`config.mk`:
```
export PLATFORM = sky130hd
export DESIGN_NAME = mult_div_unit
export DESIGN_NICKNAME = d
export VERILOG_FILES = /design/src/rtl/mult_div_unit.sv
export SDC_FILE = /design/constraint.sdc
export NUM_CORES = 1
export LEC_CHECK = 0
export ABC_CLOCK_PERIOD_IN_PS = 6600
export CORE_MARGIN = 1.5
export CORE_UTILIZATION = 50
export CTS_CLUSTER_DIAMETER = 120
export CTS_CLUSTER_SIZE = 40
export DETAILED_ROUTE_END_ITERATION = 8
export PLACE_DENSITY_LB_ADDON = 0.05
export SLEW_MARGIN = 20
export SYNTH_ARGS = -nofsm -noshare
export SYNTH_HDL_FRONTEND = slang
export SYNTH_SLANG_ARGS = --single-unit
```
`constraint.sdc`:
```
create_clock -name clk_i -period 6.6 [get_ports clk_i]
set_clock_uncertainty 0.1 [all_clocks]
set_input_delay 1.32 -clock clk_i [delete_from_list [all_inputs] [get_ports clk_i]]
set_output_delay 1.32 -clock clk_i [all_outputs]
set_load 0.02 [all_outputs]
```
`src/rtl/mult_div_unit.sv`:
```
// Iterative 32-step multiply (radix-2 shift-add) / restoring divide feeding the hi/lo write port.
// Latency: start sampled in cycle T, result and one-cycle hi/lo write strobe in cycle T+33, idle at T+34.
// No backpressure: start is ignored while busy; flush aborts without a write. Divider gated by MDU_DIV_EN.
module mult_div_unit #(
    parameter int WIDTH = 32
) (
    input  logic             clk_i,
    input  logic             rst_i,
    input  logic             start_i,
    input  logic [1:0]       op_i,
    input  logic [WIDTH-1:0] a_i,
    input  logic [WIDTH-1:0] b_i,
    input  logic             flush_i,
    output logic             busy_o,
    output logic             done_o,
    output logic [WIDTH-1:0] hi_out_o,
    output logic [WIDTH-1:0] lo_out_o,
    output logic             hi_write_o,
    output logic             lo_write_o
);

    localparam int CW = $clog2(WIDTH);

    typedef enum logic [1:0] {S_IDLE, S_CALC, S_DONE} state_t;

    state_t           state_q, state_d;
    logic [CW-1:0]    cnt_q, cnt_d;
    logic             is_div_q, is_div_d;
    logic             neg_quo_q, neg_quo_d;     // negate product (MULT) or quotient (DIV)
    logic [WIDTH-1:0] mcand_q, mcand_d;         // multiplicand or divisor magnitude
    logic [WIDTH-1:0] hi_acc_q, hi_acc_d;       // upper product half / remainder
    logic [WIDTH-1:0] lo_acc_q, lo_acc_d;       // multiplier bits / dividend-then-quotient
    logic [WIDTH-1:0] hi_out_q, hi_out_d;
    logic [WIDTH-1:0] lo_out_q, lo_out_d;
`ifdef MDU_DIV_EN
    logic             neg_rem_q, neg_rem_d;
    logic             div0_q, div0_d;
    logic [WIDTH:0]   div_shift;
    logic [WIDTH-1:0] div_diff;
`endif

    logic               signed_op;
    logic [WIDTH-1:0]   a_mag, b_mag;
    logic [WIDTH:0]     mul_sum;
    logic [WIDTH-1:0]   step_hi, step_lo;
    logic [2*WIDTH-1:0] prod_raw, prod_fix;
    logic [WIDTH-1:0]   fix_hi, fix_lo;
    logic               res_wr;
    logic               strobe;

    // Operand magnitudes at launch and one shift-add / restoring-divide step on the accumulator.
    always_comb begin
        signed_op = ~op_i[0];
        a_mag     = (signed_op && a_i[WIDTH-1]) ? -a_i : a_i;
        b_mag     = (signed_op && b_i[WIDTH-1]) ? -b_i : b_i;
        mul_sum   = {1'b0, hi_acc_q} + (lo_acc_q[0] ? {1'b0, mcand_q} : {(WIDTH+1){1'b0}});
        step_hi   = mul_sum[WIDTH:1];
        step_lo   = {mul_sum[0], lo_acc_q[WIDTH-1:1]};
`ifdef MDU_DIV_EN
        div_shift = {hi_acc_q, lo_acc_q[WIDTH-1]};
        // Only used when the trial subtract succeeds, so the result always fits in WIDTH bits.
        div_diff  = div_shift[WIDTH-1:0] - mcand_q;
        if (is_div_q) begin
            if (div_shift >= {1'b0, mcand_q}) begin
                step_hi = div_diff;
                step_lo = {lo_acc_q[WIDTH-2:0], 1'b1};
            end else begin
                step_hi = div_shift[WIDTH-1:0];
                step_lo = {lo_acc_q[WIDTH-2:0], 1'b0};
            end
        end
`endif
    end

    // Sign fix-up of the final step's result; divide-by-zero quotient forced to all ones.
    always_comb begin
        prod_raw = {step_hi, step_lo};
        prod_fix = neg_quo_q ? -prod_raw : prod_raw;
        fix_hi   = prod_fix[2*WIDTH-1:WIDTH];
        fix_lo   = prod_fix[WIDTH-1:0];
`ifdef MDU_DIV_EN
        if (is_div_q) begin
            fix_lo = div0_q ? {WIDTH{1'b1}} : (neg_quo_q ? -step_lo : step_lo);
            fix_hi = neg_rem_q ? -step_hi : step_hi;
        end
`endif
    end

`ifdef MDU_DIV_EN
    assign res_wr = 1'b1;
`else
    // Without a divider, DIV/DIVU run the full sequence but never touch hi/lo.
    assign res_wr = ~is_div_q;
`endif

    // Next-state: launch capture in IDLE, 32 steps in CALC, result loaded on entry to DONE.
    always_comb begin
        state_d   = state_q;
        cnt_d     = cnt_q;
        is_div_d  = is_div_q;
        neg_quo_d = neg_quo_q;
        mcand_d   = mcand_q;
        hi_acc_d  = hi_acc_q;
        lo_acc_d  = lo_acc_q;
        hi_out_d  = hi_out_q;
        lo_out_d  = lo_out_q;
`ifdef MDU_DIV_EN
        neg_rem_d = neg_rem_q;
        div0_d    = div0_q;
`endif
        case (state_q)
            S_IDLE: begin
                if (start_i && !flush_i) begin
                    state_d   = S_CALC;
                    cnt_d     = CW'(WIDTH - 1);
                    is_div_d  = op_i[1];
                    neg_quo_d = signed_op & (a_i[WIDTH-1] ^ b_i[WIDTH-1]);
                    hi_acc_d  = '0;
                    if (op_i[1]) begin
                        mcand_d  = b_mag;
                        lo_acc_d = a_mag;
                    end else begin
                        mcand_d  = a_mag;
                        lo_acc_d = b_mag;
                    end
`ifdef MDU_DIV_EN
                    neg_rem_d = signed_op & a_i[WIDTH-1];
                    div0_d    = (b_i == '0);
`endif
                end
            end
            S_CALC: begin
                hi_acc_d = step_hi;
                lo_acc_d = step_lo;
                if (cnt_q == '0) begin
                    state_d = S_DONE;
                    if (res_wr) begin
                        hi_out_d = fix_hi;
                        lo_out_d = fix_lo;
                    end
                end else begin
                    cnt_d = cnt_q - CW'(1);
                end
            end
            S_DONE:  state_d = S_IDLE;
            default: state_d = S_IDLE;
        endcase
        // Abort: drop the operation and leave hi/lo untouched.
        if (flush_i && state_q != S_IDLE) begin
            state_d  = S_IDLE;
            hi_out_d = hi_out_q;
            lo_out_d = lo_out_q;
        end
    end

    // State and datapath registers with synchronous reset.
    always_ff @(posedge clk_i) begin
        if (rst_i) begin
            state_q   <= S_IDLE;
            cnt_q     <= '0;
            is_div_q  <= 1'b0;
            neg_quo_q <= 1'b0;
            mcand_q   <= '0;
            hi_acc_q  <= '0;
            lo_acc_q  <= '0;
            hi_out_q  <= '0;
            lo_out_q  <= '0;
`ifdef MDU_DIV_EN
            neg_rem_q <= 1'b0;
            div0_q    <= 1'b0;
`endif
        end else begin
            state_q   <= state_d;
            cnt_q     <= cnt_d;
            is_div_q  <= is_div_d;
            neg_quo_q <= neg_quo_d;
            mcand_q   <= mcand_d;
            hi_acc_q  <= hi_acc_d;
            lo_acc_q  <= lo_acc_d;
            hi_out_q  <= hi_out_d;
            lo_out_q  <= lo_out_d;
`ifdef MDU_DIV_EN
            neg_rem_q <= neg_rem_d;
            div0_q    <= div0_d;
`endif
        end
    end

    // Strobes are suppressed in the same cycle that flush or reset is raised.
    assign strobe     = (state_q == S_DONE) && !flush_i && !rst_i;
    assign done_o     = strobe;
    assign hi_write_o = strobe && res_wr;
    assign lo_write_o = strobe && res_wr;
    assign busy_o     = (state_q != S_IDLE);
    assign hi_out_o   = hi_out_q;
    assign lo_out_o   = lo_out_q;

endmodule

```
; Word level (Yosys, flattened, before mapping)
; Index checks and enable logic that the tools add are counted.
[op_classes]
reduce_logical = 19
muxes = 16
bitwise_logic = 5
n_eq_ne = 5
add_sub_neg = 5
[ops]
columns = op, count
row1 = $mux W32, 7
row2 = $pmux W32 S2, 2
row3 = $mux W64, 1
row4 = $neg A32 Y32, 2
row5 = $neg A64 Y64, 1
row6 = $add A32 B32 Y33, 1
row7 = $mux W5, 2
row8 = $pmux W5 S2, 1
row9 = $logic_and A1 B1 Y1, 7
row10 = $ne A2 B2 Y1 const B, 3
row11 = $reduce_and A2 Y1, 3
row12 = $logic_not A5 Y1, 1
row13 = $sub A5 B1 Y5 const B, 1
row14 = $mux W2, 2
row15 = $pmux W2 S2, 1
row16 = $reduce_and A4 Y1, 1
row17 = $reduce_bool A2 Y1, 2
row18 = $not A1 Y1, 3
row19 = $reduce_and A3 Y1, 1
row20 = $eq A2 B1 Y1 const B, 1
row21 = $eq A2 B2 Y1 const B, 1
row22 = $logic_not A1 Y1, 2
row23 = $logic_not A2 Y1, 1
row24 = $reduce_or A2 Y1, 1
row25 = 2 further kinds, 2
[word_totals]
wordCells = 59
inputBits = 70
out_inout_bits = 68
ff_bits = 169

; Depth between registers and ports, before layout
; Gate-level depths: netlist (run 1).
[depth]
depth_word = 6
ltp_mapped = 13
ltp_nobuf = 12

; Least setup slack after synthesis (run 1)
; OpenSTA, ideal clock, no wires.
[synth_path]
kind = input to output
from = input rst_i
to = output lo_write_o
slack_ps = 2193
stages = 4
n_path_buf = 2
arrival_ps = 2987
path_cell_list = clkbuf_1 > nor4b_1 > nor2b_1 > buf_4
[synth_between]
elab_chain_cells = 3
[synth_rtl]
columns = element, line
row1 = from (decl), 8  ; input logic rst_i,
row2 = $logic_not A1 Y1, 190  ; assign strobe = (state_q == S_DONE) && !flush_i && !rst_i;
row3 = $logic_and A1 B1 Y1, 190
row4 = named net done_o, 15  ; output logic done_o,
row5 = $logic_and A1 B1 Y1, -
row6 = to (decl), 19  ; output logic lo_write_o
; The timed path passes the listed nets, and every way through them passes these cells.

; Worst setup path after layout (run 1)
[layout_path]
from = register lo_acc_q[0]
to = register hi_out_q[27] (netlist: hi_out_o[27])
[layout_between]
elab_chain_cells = 4
[layout_rtl]
columns = element, line
row1 = from (decl), 32  ; logic [WIDTH-1:0] lo_acc_q, lo_acc_d;
row2 = from (signal assigned), 179  ; lo_acc_q <= lo_acc_d;
row3 = $mux W32 (*), 56  ; mul_sum = {1'b0, hi_acc_q} + (lo_acc_q[0] ? {1'b0, mcand_q} : {(WIDTH+1){1'b0}});
row4 = $add A32 B32 Y33 (*), 56
row5 = $neg A64 Y64, 78  ; prod_fix = neg_quo_q ? -prod_raw : prod_raw;
row6 = $mux W64 (*), 78
row7 = to (signal assigned), 180  ; hi_out_q <= hi_out_d;
row8 = to (decl), 33  ; logic [WIDTH-1:0] hi_out_q, hi_out_d;
; Mark *: on every way between the ends. The rest lies on a longest branch, timed or not.
; A chain may end at the register's enable or synchronous reset.

==> results of run 1 <==
==> layout by cell type, fill, tap and decap left out, drive strengths merged, types with 15 or more instances in the layout <==
cell,instances
nand2,201
dfxtp,169
a21oi,164
nor2,148
clkdlybuf4s50,135
o21ai,81
xor2,67
a211oi,64
xnor2,58
nand3,54
o211ai,53
and2,45
nor3,42
ha,37
inv,30
or3,27
a22oi,25
o31ai,19
a31oi,18
buf,18
nand4,17
clkbuf,17
and3,15
==> final timing paths <==
kind | startpoint | endpoint | slack, ns | cells past startpoint
setup reg to reg | lo_acc_q[0] | hi_out_o[27] | 1.69 | 12
hold / removal | mcand_q[6] | mcand_q[6] | 0.35 | 2
hold reg to reg | mcand_q[6] | mcand_q[6] | 0.35 | 2
setup / recovery | lo_acc_q[0] | hi_out_o[27] | 1.69 | 12
==> cells by family (layout without fill, tap and decap cells) <==
family | after synthesis | after routing | synth area share, %
multiplexers | 16 | 16 | 1.35
adder cells (fa/ha/maj) | 38 | 38 | 3.99
flip-flops | 169 | 169 | 27.9
buffers and inverters | 138 | 209 | 4.34
AO/OA/AOI/OAI | 517 | 517 | 27.9
AND/OR/NAND/NOR | 631 | 631 | 25.4
XOR/XNOR | 125 | 125 | 9.04
==> registers in the layout, summed over array words and instances (netlist names) <==
signal     count
is_div_q       1
hi_acc_q      32
lo_out_o      32
neg_quo_q      1
hi_out_o      32
state_q        2
cnt_q          5
mcand_q       32
lo_acc_q      32
==> power by group through the flow <==
| stage | combinational, mW | sequential, mW | clock (mW) |
|---|---|---|---|
| 4_1_cts | 0.500 | 1.11 | 1.07 |
| 5_1_grt | 0.550 | 1.11 | 1.11 |
| 2_1_floorplan | 0.320 | 1.12 | 0 |
| 3_3_place_gp | 0.493 | 1.13 | 0 |
| 3_5_place_dp | 0.498 | 1.13 | 0 |
| 6_report | 0.504 | 1.11 | 1.06 |
==> metal layers <==
metal / vias up / wire length (µm)
met3: 56 / 3130
met4: 0 / 863
met2: 513 / 17400
li1: 6094 / -
met1: 5863 / 18800
met5: - / 0
==> layout make-up <==
| type | instances | area, µm² | area share (%) |
|---|---|---|---|
| Clock buffer | 17 | 425 | 2.99 |
| Clock inverter | 15 | 214 | 1.51 |
| Inverter | 24 | 90.1 | 0.634 |
| Multi-Input combinational cell | 1327 | 8220 | 57.8 |
| Sequential cell | 169 | 3380 | 23.8 |
| Tap cell | 319 | 399 | 2.81 |
| Timing Repair Buffer | 153 | 1480 | 10.4 |
==> through the flow <==
step           power [mW]  utilization, %  hold WS [ns]
4_1_cts              2.68            60.2         0.357
5_1_grt              2.78            60.2         0.379
3_3_place_gp         1.62            57.5         0.338
3_5_place_dp         1.63            57.5         0.344
2_1_floorplan        1.44               -         0.327
6_report             2.68            60.2         0.354
==> worst min-delay path: cells and delay by family, from the launching register on <==
kind               cells  cell delay [ns]
DFF                    1             0.31
and+or+nand+nor        1             0.05
AOI/OAI and AO/OA      1             0.05
==> flow_metrics.py, run 1 <==
metrics = {
    "floorplan": {
        "die_area_um2": 25200,
        "die_y_um": 159,
        "placeableCoreArea_um2": 23600,
        "die_w_um": 159,
        "row_count": 56,
        "io_pins": 138,
        "start_util_pct": 51.3,
    },
    "global_route": {
        "grt_start_max_net_pins": 105,
        "top_usage_layer": "met2",
        "first_global_vias": 11100,
        "antenna_found_initial": 0,
        "grt_first_pass_wirelength_mm": 61.6,
        "grt_use_total_pct": 32.0,
        "grt.met1_usage_pct": 46.5,
        "grtUsageMet2_pct": 48.0,
        "overflow": 0,
        "grtUsageMet3_pct": 5.25,
    },
    "synth": {
        "syn_area_um2": 12100,
        "syn_area_per_cell_um2": 7.41,
        "ys_warn_count": 0,
        "ys_seq_area_share_pct": 27.9,
        "synth_area_leaders": "dfxtp_1 (28%), a21oi_1 (6.8%), nand2_1 (6.2%)",
        "synth_edf_count": 0,
        "async_reset_ff_share_pct": 0,
        "synth_cells": 1634,
        "yosysMostFrequentCell": "nand2_1",
        "ys.flop_type": "dfxtp_1",
        "synth_common_cells": "nand2_1 (201), dfxtp_1 (169), a21oi_1 (164)",
        "synth_seq_cells": 169,
        "synth_top_area_share_pct": 27.9,
        "synth.net_count": 1742,
        "ys_types": 81,
        "synth_top_area_cell": "dfxtp_1",
    },
    "clock_network": {
        "cts_resized": 0,
        "clock-sinks": 169,
        "cts_tree": "done",
        "clk_latency_ns": 0.44,
        "cts.clk_slew.worst_paths_ns": 0.08,
        "clk_root_buffer_cell": "clkbuf_16",
        "cts_made_buffers": 17,
        "post_cts_buffers": 0,
        "cts_hold_buf": 0,
        "max-clock-path-buffers": 2,
        "htreeDepth": 4,
    },
    "critical_path": {
        "cp_data_arrival_time_ns": 5.16,
        "crit_path_end_kind": "flop",
        "crit_required_ns": 6.84,
        "crit_path_max_incr_delay_ns": 0.60,
        "cpMaxStageDelayCell": "or4_4",
        "worstPathCellList": "and2_1 -> ha_1 -> fa_1 -> a211oi_1 -> o211ai_1 -> a21oi_1 -> xor2_1 -> o221a_2 -> nand3_1 -> or4_4 -> o2111a_1 -> a2111oi_2",
        "cp_max_fo": 33,
        "path_delay_family": "compound AO/OA/AOI/OAI gates",
        "path_buf_inv": 0,
        "startpoint_type": "flop",
        "path_class": "reg -> reg",
    },
    "placement": {
        "gp_congestion": 0.939,
        "dpl.hpwl_mm": 30.5,
        "io_buffers": 137,
        "dpl-instance-area_um2": 13600,
        "place_inst": 1991,
        "pre_cts_ws_ns": 1.79,
    },
    "power_and_ir_drop": {
        "p_leak_nw": 5.02,
        "sw_frac_of_total_pct": 33.2,
        "p_seq_share_pct": 41.4,
        "combPwrFrac_pct": 18.9,
        "p_switching_uw": 890,
        "internal-power_mw": 1.79,
        "irDropWorstVdd_mv": 0.130,
        "p_clk_share_pct": 39.8,
        "power_density_nw_per_um2": 188,
    },
    "finish": {
        "areaGrowthSynthToFinish_pct": 17.4,
        "final_cells": 2024,
        "stdcell_area_um2": 14200,
        "fin_nets": 1800,
        "antenna_cells": 0,
        "drive_gt1_share_pct": 5.10,
        "fill_cells": 2243,
    },
    "route": {
        "drtIter0Drc": 1365,
        "vias": 12500,
        "wl_per_cell_um": 19.8,
        "remaining_drc_errors": 0,
        "drtAntennaViolNets": 0,
        "viasPerCell": 6.19,
        "routed_wl_mm": 40.2,
        "dr.pass1.iters": 5,
    },
    "run_status": {
        "outcome": "finished, final reports clean",
    },
    "hold_path": {
        "hold_class": "reg -> reg",
    },
    "sta": {
        "final_hold_viol_count": 0,
        "slew_headroom_pct": 31.0,
        "rsz0062_at_grt": "no",
        "fin_ws_ns": 1.69,
        "setup_tns_ns": 0,
        "worst_slew_pin_slew_ns": 1.03,
        "finalSetupViolCount": 0,
        "report.final.slew_viol_count": 0,
        "final.min_clock_period_ns": 4.91,
        "period_share_pct": 74.4,
        "fmax_mhz": 204,
    },
    "run": {
        "maxCapViolCount": 0,
    },
}
Note: power is estimated with default switching activity, not from simulation.
==> run 2: changes to the inputs <==
- ABC_CLOCK_PERIOD_IN_PS: 6600 -> 4400
- clock period: 6.6 -> 4.4 ns (I/O delays scaled with it)
==> run 2 against run 1 <==
Compared with the run above: via count grew 2.0%; global-route usage grew 0.55 points; cell area grew 2.0%; sequential share of layout area shrank 0.47 points; largest cell class unchanged; highest routed layer unchanged.
==> flow_metrics.py, run 2 (synthesis gave the netlist of run 1 again) <==
metrics = {
    "run_status": {
        "outcome": "finished, final reports clean",
    },
    "clock_network": {
        "max-clock-path-buffers": 2,
        "clk_root_buffer_cell": "clkbuf_16",
        "cts.clk_slew.worst_paths_ns": 0.08,
        "cts_hold_buf": 0,
        "clk_latency_ns": 0.44,
        "clock-sinks": 169,
        "htreeDepth": 4,
        "cts_tree": "done",
        "cts_made_buffers": 17,
        "post_cts_buffers": 0,
        "cts_resized": 0,
    },
    "power_and_ir_drop": {
        "irDropWorstVdd_mv": 0.228,
        "p_seq_share_pct": 41.8,
        "p_leak_nw": 5.22,
        "internal-power_mw": 2.67,
        "combPwrFrac_pct": 19.7,
        "power_density_nw_per_um2": 274,
        "p_switching_mw": 1.30,
        "p_clk_share_pct": 38.5,
        "sw_frac_of_total_pct": 32.7,
    },
    "route": {
        "routed_wl_mm": 41.3,
        "vias": 12800,
        "remaining_drc_errors": 0,
        "drtAntennaViolNets": 0,
        "drtIter0Drc": 1275,
        "wl_per_cell_um": 20.0,
        "dr.pass1.iters": 6,
        "viasPerCell": 6.19,
    },
    "global_route": {
        "grt.met1_usage_pct": 48.5,
        "top_usage_layer": "met1",
        "first_global_vias": 11000,
        "grtUsageMet3_pct": 5.17,
        "overflow": 0,
        "grt_use_total_pct": 32.5,
        "grtUsageMet2_pct": 47.9,
        "grt_first_pass_wirelength_mm": 62.3,
        "grt_start_max_net_pins": 87,
        "antenna_found_initial": 0,
    },
    "hold_path": {
        "hold_class": "reg -> reg",
        "hp-start": "mcand_q[20]",
    },
    "placement": {
        "gp_congestion": 1.01,
        "dpl-instance-area_um2": 13900,
        "dpl.hpwl_mm": 31.7,
        "io_buffers": 137,
    },
    "finish": {
        "stdcell_area_um2": 14500,
        "mostFrequentLayoutCells": "nand2_1 (201), dfxtp_1 (169), a21oi_1 (164)",
        "drive_gt1_share_pct": 7.45,
        "fin_nets": 1841,
        "antenna_cells": 0,
        "final_common_cell": "nand2_1",
        "areaGrowthSynthToFinish_pct": 19.7,
    },
    "critical_path": {
        "crit_required_ns": 4.64,
        "startpoint_type": "flop",
        "crit_path_end_kind": "flop",
        "cp_max_fo": 17,
        "worst-r2r-setup-slack_ns": 0.18,
        "cp-startpoint": "lo_acc_q[0]",
        "r2r-start": "lo_acc_q[0]",
        "path_class": "reg -> reg",
        "cp_data_arrival_time_ns": 4.46,
    },
    "floorplan": {
        "io_pins": 138,
        "start_util_pct": 51.3,
        "die_w_um": 159,
        "placeableCoreArea_um2": 23600,
        "die_area_um2": 25200,
        "row_count": 56,
        "die_y_um": 159,
    },
    "sta": {
        "rsz0062_at_grt": "no",
        "worst_slew_pin_slew_ns": 0.954,
        "fmax_mhz": 237,
        "report.final.slew_viol_count": 0,
        "final_hold_viol_count": 0,
        "setup_tns_ns": 0,
        "finalSetupViolCount": 0,
        "final.min_clock_period_ns": 4.22,
        "period_share_pct": 95.9,
        "slew_headroom_pct": 36.2,
    },
    "run": {
        "maxCapViolCount": 0,
    },
}
run 2: area by class of cell:
cell class                 instances  area (µm²)
fill                            2230        9110
multi-input combinational       1327        8230
sequential                       169        3380
timing repair buffer             194        1800
clock buffer                      17         425
tap                              319         399
clock inverter                    15         165
inverter                          24        90.1
run 2: worst paths after layout:
check                                     to  cells after the start
worst min register to register   mcand_q[20]                      2
worst min-delay path             mcand_q[20]                      2
worst max register to register  hi_out_o[27]                     13
worst max-delay path            hi_out_o[27]                     13
run 2: critical path, cell delays in order, from the launching register on:
cell       delay [ns]
dfxtp_1          0.35
buf_12           0.15
and2_1           0.16
ha_1             0.42
a21oi_1          0.24
o21ai_0          0.18
buf_4            0.19
a211oi_1         0.72
mux2i_1          0.28
a31o_2           0.22
o211ai_1         0.21
or2_2            0.36
o2111a_1         0.26
a2111oi_2        0.28
run 2: power groups by stage:
stage | clock (mW) | combinational (mW) | sequential (mW)
4_1_cts | 1.54 | 0.771 | 1.66
3_3_place_gp | 0 | 0.759 | 1.69
6_report | 1.53 | 0.781 | 1.66
3_5_place_dp | 0 | 0.767 | 1.69
5_1_grt | 1.60 | 0.846 | 1.67
2_1_floorplan | 0 | 0.480 | 1.68
run 2: metrics by stage:
stage | instances | utilization [%] | worst slack (ns) | power [mW] | hold WS (ns)
5_1_grt | 2065 | 61.4 | 0.0651 | 4.11 | 0.362
3_3_place_gp | 2033 | 58.9 | 0.193 | 2.45 | 0.336
3_5_place_dp | 2033 | 58.9 | 0.175 | 2.46 | 0.344
4_1_cts | 2065 | 61.4 | 0.139 | 3.96 | 0.353
2_1_floorplan | 1634 | - | 0.466 | 2.16 | 0.327
6_report | 2065 | 61.4 | 0.180 | 3.97 | 0.352
run 2: per-layer routing:
| metal | wire [µm] | part of all wire [%] |
|---|---|---|
| met1 | 19300 | 47 |
| met2 | 17600 | 43 |
| met3 | 3640 | 8.8 |
| met4 | 712 | 1.7 |
| met5 | 0 | 0 |
==> run 3: changes to the inputs <==
--- a/constraint.sdc
+++ b/constraint.sdc
@@ -3,3 +3,3 @@
 set_input_delay 0.88 -clock clk_i [delete_from_list [all_inputs] [get_ports clk_i]]
 set_output_delay 0.88 -clock clk_i [all_outputs]
-set_load 0.02 [all_outputs]
+set_load 0.005 [all_outputs]
==> results of run 3 <==
The final DEF is identical to that of run 2. Status: finished, final reports clean.
Main changes from that run: total power 3.97 mW -> 3.95 mW
